===== config.mk =====
export PLATFORM = sky130hd
export DESIGN_NAME = csi_rx_lane_align_ctrl
export DESIGN_NICKNAME = d
export VERILOG_FILES = /design/src/rtl/csi_rx_pkg.sv /design/src/rtl/csi_rx_lane_align_fsm.sv /design/src/rtl/csi_rx_lane_align_ctrl.sv
export SDC_FILE = /design/constraint.sdc
export NUM_CORES = 1
export LEC_CHECK = 0
export ABC_CLOCK_PERIOD_IN_PS = 3200
export CORE_MARGIN = 5
export CORE_UTILIZATION = 33
export CTS_CLUSTER_DIAMETER = 50
export DETAILED_ROUTE_END_ITERATION = 7
export HOLD_SLACK_MARGIN = 0.06
export SLEW_MARGIN = 20
export SYNTH_ARGS = -nofsm -noshare
export SYNTH_HDL_FRONTEND = slang
export SYNTH_SLANG_ARGS = --single-unit

===== constraint.sdc =====
create_clock -name byte_clock -period 3.2 [get_ports byte_clock]
set_input_delay 0.64 -clock byte_clock [delete_from_list [all_inputs] [get_ports byte_clock]]
set_output_delay 0.64 -clock byte_clock [all_outputs]
set_load 0.02 [all_outputs]

===== src/rtl/csi_rx_pkg.sv =====
// Shared types and defaults for the CSI-2 Rx lane word-alignment logic.
package csi_rx_pkg;

    typedef logic [7:0] lane_byte_t;

    localparam lane_byte_t SYNC_BYTE_DEF = 8'hB8;

    typedef enum logic [2:0] {
        ST_IDLE   = 3'd0,
        ST_SEARCH = 3'd1,
        ST_SLIP   = 3'd2,
        ST_SETTLE = 3'd3,
        ST_LOCKED = 3'd4,
        ST_FAIL   = 3'd5
    } lane_state_e;

endpackage


===== src/rtl/csi_rx_lane_align_fsm.sv =====
// One lane's alignment FSM: hunts for the SoT sync byte, bitslips until it
// lands on the byte boundary, and tracks loss of lock once aligned.
module csi_rx_lane_align_fsm
    import csi_rx_pkg::*;
#(
    parameter lane_byte_t SYNC_BYTE      = SYNC_BYTE_DEF,
    parameter int         SEARCH_TIMEOUT = 16,
    parameter int         SLIP_WAIT      = 4,
    parameter int         MAX_SLIPS      = 16,
    parameter int         LOSS_COUNT     = 2
) (
    input  logic       clk_i,
    input  logic       rst_i,
    input  logic       hs_i,
    input  lane_byte_t data_i,
    output logic       bitslip_o,
    output logic       locked_o,
    output logic       fail_o,
    output logic       sync_hit_o
);

    localparam logic [7:0] TMO_C       = 8'(SEARCH_TIMEOUT);
    localparam logic [3:0] WAIT_LAST_C = 4'(SLIP_WAIT - 1);
    localparam logic [4:0] MAX_C       = 5'(MAX_SLIPS);
    localparam logic [2:0] LOSS_C      = 3'(LOSS_COUNT);

    lane_state_e state_q, state_d;
    logic [7:0]  byte_cnt_q, byte_cnt_d;
    logic [3:0]  wait_cnt_q, wait_cnt_d;
    logic [4:0]  slip_cnt_q, slip_cnt_d;
    logic [2:0]  miss_cnt_q, miss_cnt_d;
    logic        win_q, win_d;
    logic        hs_q;
    logic        bitslip_q, locked_q, fail_q;
    logic        hs_rise, sync_hit;

    assign hs_rise    = hs_i & ~hs_q;
    assign sync_hit   = hs_i & (data_i == SYNC_BYTE);
    assign sync_hit_o = sync_hit;

    always_comb begin
        state_d    = state_q;
        byte_cnt_d = byte_cnt_q;
        wait_cnt_d = wait_cnt_q;
        slip_cnt_d = slip_cnt_q;
        miss_cnt_d = miss_cnt_q;
        win_d      = win_q;
        case (state_q)
            ST_IDLE: begin
                if (hs_rise) begin
                    state_d    = ST_SEARCH;
                    byte_cnt_d = 8'd1;
                end
            end
            ST_SEARCH: begin
                // a hit on the timeout byte still counts as a lock
                if (sync_hit) begin
                    state_d    = ST_LOCKED;
                    slip_cnt_d = '0;
                    miss_cnt_d = '0;
                    win_d      = 1'b0;
                end else if (byte_cnt_q == TMO_C || !hs_i) begin
                    state_d = ST_SLIP;
                end else begin
                    byte_cnt_d = byte_cnt_q + 8'd1;
                end
            end
            ST_SLIP: begin
                slip_cnt_d = slip_cnt_q + 5'd1;
                if (slip_cnt_d == MAX_C) begin
                    state_d = ST_FAIL;
                end else begin
                    state_d    = ST_SETTLE;
                    wait_cnt_d = '0;
                end
            end
            ST_SETTLE: begin
                if (wait_cnt_q == WAIT_LAST_C) state_d = ST_IDLE;
                else wait_cnt_d = wait_cnt_q + 4'd1;
            end
            ST_LOCKED: begin
                if (win_q) begin
                    if (sync_hit) begin
                        miss_cnt_d = '0;
                        win_d      = 1'b0;
                    end else if (byte_cnt_q == TMO_C || !hs_i) begin
                        win_d = 1'b0;
                        // loss of lock returns to a fresh search without slipping
                        if (miss_cnt_q + 3'd1 == LOSS_C) begin
                            state_d    = ST_IDLE;
                            slip_cnt_d = '0;
                            miss_cnt_d = '0;
                        end else begin
                            miss_cnt_d = miss_cnt_q + 3'd1;
                        end
                    end else begin
                        byte_cnt_d = byte_cnt_q + 8'd1;
                    end
                end else if (hs_rise) begin
                    win_d      = 1'b1;
                    byte_cnt_d = 8'd1;
                end
            end
            ST_FAIL: state_d = ST_FAIL;
            default: state_d = ST_IDLE;
        endcase
    end

    always_ff @(posedge clk_i) begin
        if (rst_i) begin
            state_q    <= ST_IDLE;
            byte_cnt_q <= '0;
            wait_cnt_q <= '0;
            slip_cnt_q <= '0;
            miss_cnt_q <= '0;
            win_q      <= 1'b0;
            hs_q       <= 1'b0;
            bitslip_q  <= 1'b0;
            locked_q   <= 1'b0;
            fail_q     <= 1'b0;
        end else begin
            state_q    <= state_d;
            byte_cnt_q <= byte_cnt_d;
            wait_cnt_q <= wait_cnt_d;
            slip_cnt_q <= slip_cnt_d;
            miss_cnt_q <= miss_cnt_d;
            win_q      <= win_d;
            hs_q       <= hs_i;
            bitslip_q  <= (state_d == ST_SLIP);
            locked_q   <= (state_d == ST_LOCKED);
            fail_q     <= (state_d == ST_FAIL);
        end
    end

    assign bitslip_o = bitslip_q;
    assign locked_o  = locked_q;
    assign fail_o    = fail_q;

endmodule


===== src/rtl/csi_rx_lane_align_ctrl.sv =====
// Word-alignment controller for all CSI-2 Rx data lanes plus the aggregate
// lock, SoT and lane-skew indications consumed by the lane merger.
module csi_rx_lane_align_ctrl
    import csi_rx_pkg::*;
#(
    parameter int         NUM_LANES      = 2,
    parameter lane_byte_t SYNC_BYTE      = SYNC_BYTE_DEF,
    parameter int         SEARCH_TIMEOUT = 16,
    parameter int         SLIP_WAIT      = 4,
    parameter int         MAX_SLIPS      = 16,
    parameter int         LOSS_COUNT     = 2
) (
    input  logic                            byte_clock,
    input  logic                            reset_in,
    input  logic                            enable,
    input  logic                            serdes_rst,
    input  lane_byte_t [NUM_LANES-1:0]      lane_data,
    input  logic       [NUM_LANES-1:0]      lane_hs,
    output logic       [NUM_LANES-1:0]      bitslip,
    output logic       [NUM_LANES-1:0]      lane_locked,
    output logic       [NUM_LANES-1:0]      lane_fail,
    output logic                            all_locked,
    output logic                            sot,
    output logic                            skew_err
);

    logic                 rst;
    logic [NUM_LANES-1:0] sync_hit;
    logic                 all_locked_q, sot_q, skew_q;

    // ISERDES reset and disable both restart alignment from scratch
    assign rst = reset_in | serdes_rst | ~enable;

    for (genvar g = 0; g < NUM_LANES; g++) begin : g_lane
        csi_rx_lane_align_fsm #(
            .SYNC_BYTE      (SYNC_BYTE),
            .SEARCH_TIMEOUT (SEARCH_TIMEOUT),
            .SLIP_WAIT      (SLIP_WAIT),
            .MAX_SLIPS      (MAX_SLIPS),
            .LOSS_COUNT     (LOSS_COUNT)
        ) u_fsm (
            .clk_i      (byte_clock),
            .rst_i      (rst),
            .hs_i       (lane_hs[g]),
            .data_i     (lane_data[g]),
            .bitslip_o  (bitslip[g]),
            .locked_o   (lane_locked[g]),
            .fail_o     (lane_fail[g]),
            .sync_hit_o (sync_hit[g])
        );
    end

    always_ff @(posedge byte_clock) begin
        if (rst) begin
            all_locked_q <= 1'b0;
            sot_q        <= 1'b0;
            skew_q       <= 1'b0;
        end else begin
            all_locked_q <= &lane_locked;
            sot_q        <= all_locked_q & (&lane_locked) & (&sync_hit);
            skew_q       <= all_locked_q & (&lane_locked) & (|sync_hit) & ~(&sync_hit);
        end
    end

    assign all_locked = all_locked_q;
    assign sot        = sot_q;
    assign skew_err   = skew_q;

endmodule

## After elaboration in Yosys (flattened, before gate mapping)

Index checks and enable logic that the tools add are counted.

| storage, ports and cells | value |
|---|---|
| register bits after elaboration | 59 |
| bits of input ports | 22 |
| output and inout bits | 9 |
| word-level logic and storage cells | 184 |

| operators by class | value |
|---|---|
| add/subtract/negate cells | 8 |
| equality and inequality tests | 42 |
| mux-type cells | 72 |
| bitwise logic cells | 14 |
| reductions and logical operators | 25 |

Operator list:

| cell | count |
|---|---|
| 3-bit two-way mux | 28 |
| 8-bit two-way mux | 8 |
| 5-bit two-way mux | 10 |
| 8-bit one-hot mux with 3 select lines | 2 |
| 3-bit one-hot mux with 6 select lines | 2 |
| 5-bit one-hot mux with 3 select lines | 2 |
| 3-bit by 2-bit == test with 1-bit output, second input constant | 8 |
| 3-bit == test, second input constant | 8 |
| 8-bit by 1-bit adder with 8-bit output, second input constant | 2 |
| 8-bit by 5-bit == test with 1-bit output, second input constant | 2 |
| 8-bit == test, second input constant | 2 |
| 4-bit two-way mux | 4 |
| 2-bit by 1-bit != test with 1-bit output, second input constant | 8 |
| 4-bit one-hot mux with 2 select lines | 2 |
| 2-bit != test, second input constant | 6 |
| 3-bit one-hot mux with 2 select lines | 2 |
| 6-bit AND reduction | 2 |
| 3-bit nonzero test | 4 |
| 5-bit by 1-bit adder with 5-bit output, second input constant | 2 |
| 5-bit == test, second input constant | 2 |
| 1-bit two-way mux | 10 |
| 4-bit by 1-bit adder with 4-bit output, second input constant | 2 |
| 1-bit AND | 8 |
| 4-bit by 2-bit == test with 1-bit output, second input constant | 2 |
| 14 further kinds | 33 |

## Longest topological paths before layout

Gate-level depths: netlist (run 1).

| logic depth | value |
|---|---|
| word-level depth | 8 |
| depth in mapped cells | 7 |
| depth with buffers taken out | 7 |

## Modules after synthesis

From an unflattened synthesis (run 1), not the netlist that was laid out.

| unflattened totals | value |
|---|---|
| cell total of the unflattened synthesis | 408 |
| area total of the unflattened synthesis | 3477.1 um^2 |

Modules (own cells, without submodules):

| module | instances | cells an instance | area an instance (um^2) |
|---|---|---|---|
| csi_rx_lane_align_fsm (g_lane[1].u_fsm) | 1 | 202 | 1691.6 |
| csi_rx_lane_align_fsm (g_lane[0].u_fsm) | 1 | 195 | 1675.4 |
| csi_rx_lane_align_ctrl | 1 | 11 | 110.1 |

## Least setup slack after synthesis (run 1)

Ideal clock, no wire load.

| timing | value |
|---|---|
| path type | register -> register |
| start point | reg g_lane[0].u_fsm.byte_cnt_q[0] |
| end point | reg g_lane[0].u_fsm.slip_cnt_q[1] |
| setup time | 0.117 ns |
| arrival time | 2.289 ns |
| path slack | 0.794 ns |
| cell stages (with the launch flop) | 8 |
| path buffers | 0 |
| clock period less this slack | 2.406 ns |
| path through | dfxtp_1 -> inv_1 -> ha_1 -> or4b_4 -> o41a_1 -> or4_4 -> a31o_1 -> a32o_1 |

| between the ends | value |
|---|---|
| cells in the longest elaborated chain, start to end | 4 |

RTL lines:

| element | line | source |
|---|---|---|
| start: declaration | csi_rx_lane_align_fsm.sv:28 | `logic [7:0] byte_cnt_q, byte_cnt_d;` |
| start signal: assignment | csi_rx_lane_align_fsm.sv:123 | `byte_cnt_q <= byte_cnt_d;` |
| 8-bit by 5-bit == test with 1-bit output | csi_rx_lane_align_fsm.sv:86 | `end else if (byte_cnt_q == TMO_C \|\| !hs_i) begin` |
| 1-bit logical OR | csi_rx_lane_align_fsm.sv:86 |  |
| 2-bit by 1-bit != test with 1-bit output (no line) | -- |  |
| 6-bit AND reduction (no line) | -- |  |
| end signal: assignment | csi_rx_lane_align_fsm.sv:125 | `slip_cnt_q <= slip_cnt_d;` |
| end: declaration | csi_rx_lane_align_fsm.sv:30 | `logic [4:0] slip_cnt_q, slip_cnt_d;` |

Every way passes these cells.
A chain may end at the register's enable or synchronous reset.

## Worst setup path in the final report (run 1)

Same ends and word-level chain as after synthesis.

==> results of run 1 <==
power groups by stage:
stage | Sequential (W) | Combinational [W] | Clock (W)
after floorplan | 0.000754 | 0.0000457 | 0
after global placement | 0.000757 | 0.0000844 | 0
after detailed placement | 0.000757 | 0.0000856 | 0
after CTS | 0.000740 | 0.0000861 | 0.000795
after global routing | 0.000740 | 0.0000928 | 0.000830
final | 0.000740 | 0.0000856 | 0.000771
cell type report:
class                           instances  area, sq um
Clock buffer                           11          151
Clock inverter                          5         75.1
Fill cell                            1059         5850
Inverter                               21         78.8
Multi-Input combinational cell        311         1990
Sequential cell                        59         1180
Tap cell                              133          166
Timing Repair Buffer                   34          330
logic make-up (layout without fill, tap and decap cells):
group | Yosys count | count (layout)
AOI/OAI and AO/OA | 117 | 117
buffers and inverters | 44 | 71
and+or+nand+nor | 173 | 173
xor gates and xnor gates | 2 | 2
DFF | 59 | 59
muxes | 7 | 7
adders and majority gates | 12 | 12
metrics by stage:
stage | setup WS [ns] | utilization (%) | cells
after floorplan | 0.794 | - | 414
after global placement | 0.389 | 38.1 | 558
after detailed placement | 0.311 | 38.1 | 558
after CTS | 0.595 | 40.4 | 574
after global routing | 0.475 | 40.4 | 574
final | 0.598 | 40.4 | 574
worst reg2reg max path, cell delays in order, from the launching register on:
cell and delay [ns]:
dfxtp_1 0.36, inv_1 0.07, ha_1 0.14, or4b_4 0.47, o41a_1 0.40, or4_4 0.52, a31o_1 0.26, a32o_1 0.26
routing by layer:
layer	vias to the layer above	GRT usage (%)	wire length (um)
li1	1588	-	-
met1	1470	17.0	3870
met2	62	22.7	4000
met3	2	4.42	368
met4	0	3.61	29
met5	-	0	0
layout by cell type (no fill, tap or decap), types with 3 or more instances in the layout:
cell,netlist,layout
nand2_1,31,31
and4b_1,4,4
o21ai_0,20,20
clkdlybuf4s50_1,0,30
a41oi_1,5,5
nor2_1,28,28
nor3_1,16,16
and3_1,4,4
nand2b_1,10,10
or2_2,3,3
nand4_1,4,4
mux2i_1,7,7
clkbuf_8,0,11
clkinv_2,0,3
inv_1,21,21
nand3b_1,5,5
nor4_1,6,6
a21oi_1,28,28
o21a_1,4,4
ha_1,12,12
or3_1,8,8
and2_1,7,7
dfxtp_1,59,59
o22ai_1,3,3
buf_4,6,4
o41a_1,3,3
a21o_1,5,5
a31oi_1,16,16
a32o_1,4,4
nand3_1,25,25
o31ai_1,4,4
nor2b_1,7,7
worst paths after layout:
| check | from | end | cells past startpoint | slack [ns] |
|---|---|---|---|---|
| setup / recovery | g_lane[0].u_fsm.byte_cnt_q[0] | g_lane[0].u_fsm.slip_cnt_q[1] | 7 | 0.60 |
| hold reg to reg | g_lane[1].u_fsm.byte_cnt_q[7] | g_lane[1].u_fsm.byte_cnt_q[7] | 1 | 0.46 |
| hold / removal | g_lane[1].u_fsm.byte_cnt_q[7] | g_lane[1].u_fsm.byte_cnt_q[7] | 1 | 0.46 |
| setup reg to reg | g_lane[0].u_fsm.byte_cnt_q[0] | g_lane[0].u_fsm.slip_cnt_q[1] | 7 | 0.60 |
flip-flops by register name, summed over array words and instances, names as in the netlist, 6 cells and up:
signal / cells
g_lane.u_fsm.state_q: 6
g_lane.u_fsm.wait_cnt_q: 8
g_lane.u_fsm.byte_cnt_q: 16
g_lane.u_fsm.miss_cnt_q: 6
g_lane.u_fsm.slip_cnt_q: 10
==> flow_summary_export.csv, run 1 <==
group,metric,value,unit
status,status,"completed",
logic_synthesis,synth.top_cell.area_share,35.3,%
hold_path,min_path_type,"flop to flop",
logic_synthesis,synthAdderAreaFrac,4.48,%
logic_synthesis,yosysUniqueCellTypes,62,
power_and_ir_drop,internal-power,0.00126,W
critical_path,path_cells,"inv_1, ha_1, or4b_4, o41a_1, or4_4, a31o_1, a32o_1",
power_and_ir_drop,sw_frac_of_total,21.4,%
global_route,grt_max_degree,32,
clocking,worst_skew_pair.late_latency,0.33,ns
logic_synthesis,synth-simple-area-share,28.3,%
critical_path,max_stage_delay,0.52,ns
logic_synthesis,synth_top_family_by_area,"simple AND/OR/NAND/NOR gates",
place,portBuffers,30,
global_route,first_global_vias,3039,
logic_synthesis,seq_area_frac_synth,35.3,%
global_route,globalRouteTotalUtil,13.7,%
clocking,cts_made_buffers,9,
logic_synthesis,yosysWarnings,0,
place,place_congestion,0.830,
critical_path,arrival,2.82,ns
clocking,cts_hold_buf,0,
timing,rsz0062_at_grt,"no",
finish,nets,470,
routing,num_vias,3122,
timing,fmax,384,MHz
critical_path,critPathTopFamily,"simple AND/OR/NAND/NOR gates",
die,dieArea,12300,sq um
logic_synthesis,synth.most_common_cell,"dfxtp_1",
logic_synthesis,synthTopCellsByArea,"dfxtp_1 (35%), ha_1 (4.5%), a21oi_1 (4.2%)",
finish,drive_gt1_share,6.80,%
die,start_util,34.1,%
power_and_ir_drop,ir_worst_vdd,0.000244,V
power_and_ir_drop,switchingPower,0.000342,W
timing,setup_tns,0,ns
logic_synthesis,synth_edf_count,0,
timing,worst_pin_slew,0.895,ns
routing,vias_per_cell,5.44,
logic_synthesis,syn_area,3350,sq um
logic_synthesis,async_flop_share,0,%
logic_synthesis,ys.flop_type,"dfxtp_1",
clocking,htree_num_levels,3,
clocking,cts_resized,0,
timing,slew_headroom,39.4,%
power_and_ir_drop,p_per_area,402,nW/um^2
die,num_rows,36,
timing,holdWs,0.464,ns
routing,drcViolationCount,0,
flow_run,drv_cap,0,
power_and_ir_drop,pwr-share-comb,5.4,%
critical_path,cp.required,3.42,ns
clocking,clkSinkCount,59,
die,dieHeight,111,um
power_and_ir_drop,p_leak,1.36,nW
routing,drt_pass1_iterations,4,
place,dpl_cell_area,3740,sq um
power_and_ir_drop,seqPwrFrac,46.3,%
clocking,cts_tree,"yes",
clocking,cts_setup_buffers,0,
logic_synthesis,muxShareOfSynthArea,2.09,%
routing,drt_iter0_markers,97,
die,core,9820,sq um
logic_synthesis,yosys_register_bits,59,
clocking,clockRootBuffer,"clkbuf_8",
place,hpwlAfterDp,5860,um
logic_synthesis,syn_inst,414,
routing,ant_nets,0,
critical_path,crit_type,"flop to flop",
logic_synthesis,synthXorXnorAreaFrac,0.523,%
logic_synthesis,synth_top_area_cell,"dfxtp_1",
timing,fin_crit_sh,81.3,%
timing,final-hold-violation-count,0,
clocking,path_clk_slew,0.07,ns
critical_path,worstSetupEndpointType,"flop",
die,chipWidth,111,um
die,io-pin-count,31,
logic_synthesis,synth_compound_area_share,23.7,%
logic_synthesis,netlist_top_cells_count,"dfxtp_1 (59), nand2_1 (31), a21oi_1 (28), nor2_1 (28), nand3_1 (25)",
finish,area_growth,18.5,%
critical_path,crit_buf_inv,1,
routing,wl_per_cell,14.4,um
power_and_ir_drop,power.share.clock,48.3,%
timing,skew,0.00750,ns
power_and_ir_drop,power,0.00160,W
global_route,grt_antenna_before_repair,0,
critical_path,cp_slowest_cell,"or4_4",
timing,finalMaxSlewViolations,0,
logic_synthesis,avgSynthCellArea,8.09,sq um
clocking,ctsLongestPathBuffers,2,
logic_synthesis,synth_nets,448,
critical_path,start_kind,"flop",
global_route,grt_first_pass_wirelength,14200,um
critical_path,cp_max_fo,6,
global_route,gr-total-overflow,0,
routing,routed_wl,8270,um
finish,fin_area,3970,sq um
timing,finalCriticalPeriod,2.60,ns
finish,antenna_cells,0,
timing,setup_viol,0,
Note: power is estimated with default switching activity, not from simulation.
==> inputs of run 2 (changes only) <==
--- a/config.mk
+++ b/config.mk
@@ -5,7 +5,7 @@
 export SDC_FILE = /design/constraint.sdc
 export NUM_CORES = 1
 export LEC_CHECK = 0
-export ABC_CLOCK_PERIOD_IN_PS = 3200
+export ABC_CLOCK_PERIOD_IN_PS = 2100
 export CORE_MARGIN = 5
 export CORE_UTILIZATION = 33
 export CTS_CLUSTER_DIAMETER = 50
==> constraint.sdc (replaced) <==
create_clock -name byte_clock -period 2.1 [get_ports byte_clock]
set_input_delay 0.42 -clock byte_clock [delete_from_list [all_inputs] [get_ports byte_clock]]
set_output_delay 0.42 -clock byte_clock [all_outputs]
set_load 0.02 [all_outputs]
==> run 2 against run 1 <==
  * The flow now finishes with violations (setup timing)
  * Cell area up 18%
  * First-iteration DRC count up 40%
  * Maximum frequency up 12%
  * Clock skew about the same
  * Final cell count up 12%
  * Critical path type unchanged
  * Highest routed layer unchanged
==> flow_summary_export.csv, run 2 (synthesis gave the netlist of run 1 again) <==
group,metric,value,unit
timing,fmax,429,MHz
global_route,gr-usage-met3,3.82,%
clocking,cts_tree,"yes",
hold_path,min_path_type,"flop to flop",
routing,drt_pass1_iterations,4,
routing,drcViolationCount,0,
finish,largest-register,"g_lane.u_fsm.byte_cnt_q",
routing,wl_per_cell,13.5,um
routing,routed_wl,8690,um
flow_run,drv_cap,0,
place,place_congestion,0.837,
timing,final-hold-violation-count,0,
power_and_ir_drop,seqPwrFrac,48.0,%
finish,fin_area,4670,sq um
die,num_rows,36,
die,dieArea,12300,sq um
finish,largest_reg_flops,16,
global_route,top_usage_layer,"met2",
timing,rsz0062_at_grt,"yes",
timing,slew_headroom,57.3,%
finish,area_growth,39.3,%
finish,mostFrequentLayoutCell,"buf_4",
global_route,use_met1,16.7,%
power_and_ir_drop,sw_frac_of_total,22.8,%
finish,fillers,971,
power_and_ir_drop,switchingPower,0.000536,W
power_and_ir_drop,ir_worst_vdd,0.000388,V
global_route,gr-total-overflow,0,
timing,skew,0.00794,ns
global_route,grt_antenna_before_repair,0,
timing,fin_crit_sh,111,%
timing,worst_slack,-0.230,ns
power_and_ir_drop,p_leak,1.71,nW
critical_path,worstSetupEndpointType,"flop",
clocking,htree_num_levels,3,
global_route,grt_first_pass_wirelength,14800,um
die,dieHeight,111,um
status,violations,"setup timing",
power_and_ir_drop,internal-power,0.00181,W
die,chipWidth,111,um
clocking,clkSinkCount,59,
finish,drive_gt1_share,25.5,%
power_and_ir_drop,pwr-share-comb,8.7,%
global_route,use_met2,24.6,%
place,hpwlAfterDp,6400,um
clocking,worst_skew_pair.late_latency,0.33,ns
critical_path,crit_type,"flop to flop",
critical_path,cp.required,2.31,ns
status,status,"finished, violations left",
critical_path,cp_max_fo,2,
die,start_util,34.1,%
finish,nets,538,
finish,antenna_cells,0,
power_and_ir_drop,p_per_area,503,nW/um^2
clocking,cts_made_buffers,9,
finish,final_cell_mix,"buf_4 (68), dfxtp_1 (55), clkdlybuf4s50_1 (30)",
clocking,ctsLongestPathBuffers,2,
place,portBuffers,30,
power_and_ir_drop,power,0.00235,W
critical_path,start_kind,"flop",
timing,finalCriticalPeriod,2.33,ns
global_route,first_global_vias,3327,
routing,drt_iter0_markers,136,
global_route,globalRouteTotalUtil,13.9,%
global_route,grt_max_degree,19,
timing,worst_pin_slew,0.631,ns
timing,finalMaxSlewViolations,0,
clocking,path_clk_slew,0.06,ns
critical_path,arrival,2.54,ns
routing,num_vias,3419,
timing,setup_viol,28,
routing,vias_per_cell,5.33,
clocking,clockRootBuffer,"clkbuf_8",
place,dpl_cell_area,4180,sq um
die,core,9820,sq um
finish,top_regs,"g_lane.u_fsm.byte_cnt_q: 16 flops, g_lane.u_fsm.slip_cnt_q: 10 flops, g_lane.u_fsm.wait_cnt_q: 8 flops",
die,io-pin-count,31,
routing,ant_nets,0,
power_and_ir_drop,power.share.clock,43.3,%
[run 2: through the flow]
step	setup slack [ns]	hold WS, ns	utilization [%]	instances	TNS [ns]
after floorplan	-0.292	0.439	-	414	-0.821
after global placement	-0.372	0.462	42.5	614	-6.97
after detailed placement	-0.392	0.466	42.5	614	-7.72
after CTS	-0.281	0.474	45.7	635	-1.89
after global routing	-0.296	0.503	47.5	642	-4.91
final	-0.230	0.472	47.5	642	-2.44
[run 2: repair_timing]
| item | in CTS | in global routing |
|---|---|---|
| resized for setup | 21 | 24 |
| hold buffers | 0 | 0 |
| endpoints found under the setup margin | 24 | 33 |
| buffers inserted | 5 | 7 |
| pin swaps | 15 | 22 |
[run 2: worst max-delay path, stage by stage, from the launching register on]
cell and delay (ns):
dfxtp_2 0.32, inv_2 0.07, ha_4 0.12, or4b_4 0.45, o41a_1 0.34, or4_4 0.44, buf_4 0.15, buf_6 0.11
a31oi_4 0.13, mux2i_1 0.09
[run 2: layout make-up]
| cell class | instances | area, sq um | area share [%] |
|---|---|---|---|
| flip-flops and latches | 59 | 1190 | 25.4 |
| repair buffers | 102 | 856 | 18.3 |
| inverters | 21 | 78.8 | 1.69 |
| clock buffers | 11 | 141 | 3.03 |
| clock inverters | 5 | 52.6 | 1.13 |
| well taps | 133 | 166 | 3.57 |
| multi-input cells | 311 | 2190 | 46.8 |
[run 2: final timing paths]
kind	cells past startpoint	slack, ns	start	endpoint
min	1	0.47	g_lane[0].u_fsm.slip_cnt_q[4]	g_lane[0].u_fsm.slip_cnt_q[4]
min reg2reg	1	0.47	g_lane[0].u_fsm.slip_cnt_q[4]	g_lane[0].u_fsm.slip_cnt_q[4]
max reg2reg	9	-0.23	g_lane[0].u_fsm.byte_cnt_q[1]	g_lane[0].u_fsm.slip_cnt_q[4]
max	9	-0.23	g_lane[0].u_fsm.byte_cnt_q[1]	g_lane[0].u_fsm.slip_cnt_q[4]
[run 2: metal layers]
layer	up-vias	share of wire, %
li1	1732	-
met1	1614	45
met2	67	50
met3	6	4.1
met4	0	0.63
met5	-	0
[run 2: power groups by stage]
stage | combinational, W | clock [W] | sequential, W
6_report | 0.000203 | 0.00102 | 0.00113
5_1_grt | 0.000220 | 0.00109 | 0.00113
4_1_cts | 0.000181 | 0.00105 | 0.00113
3_5_place_dp | 0.000168 | 0 | 0.00115
3_3_place_gp | 0.000168 | 0 | 0.00115
2_1_floorplan | 0.0000705 | 0 | 0.00115
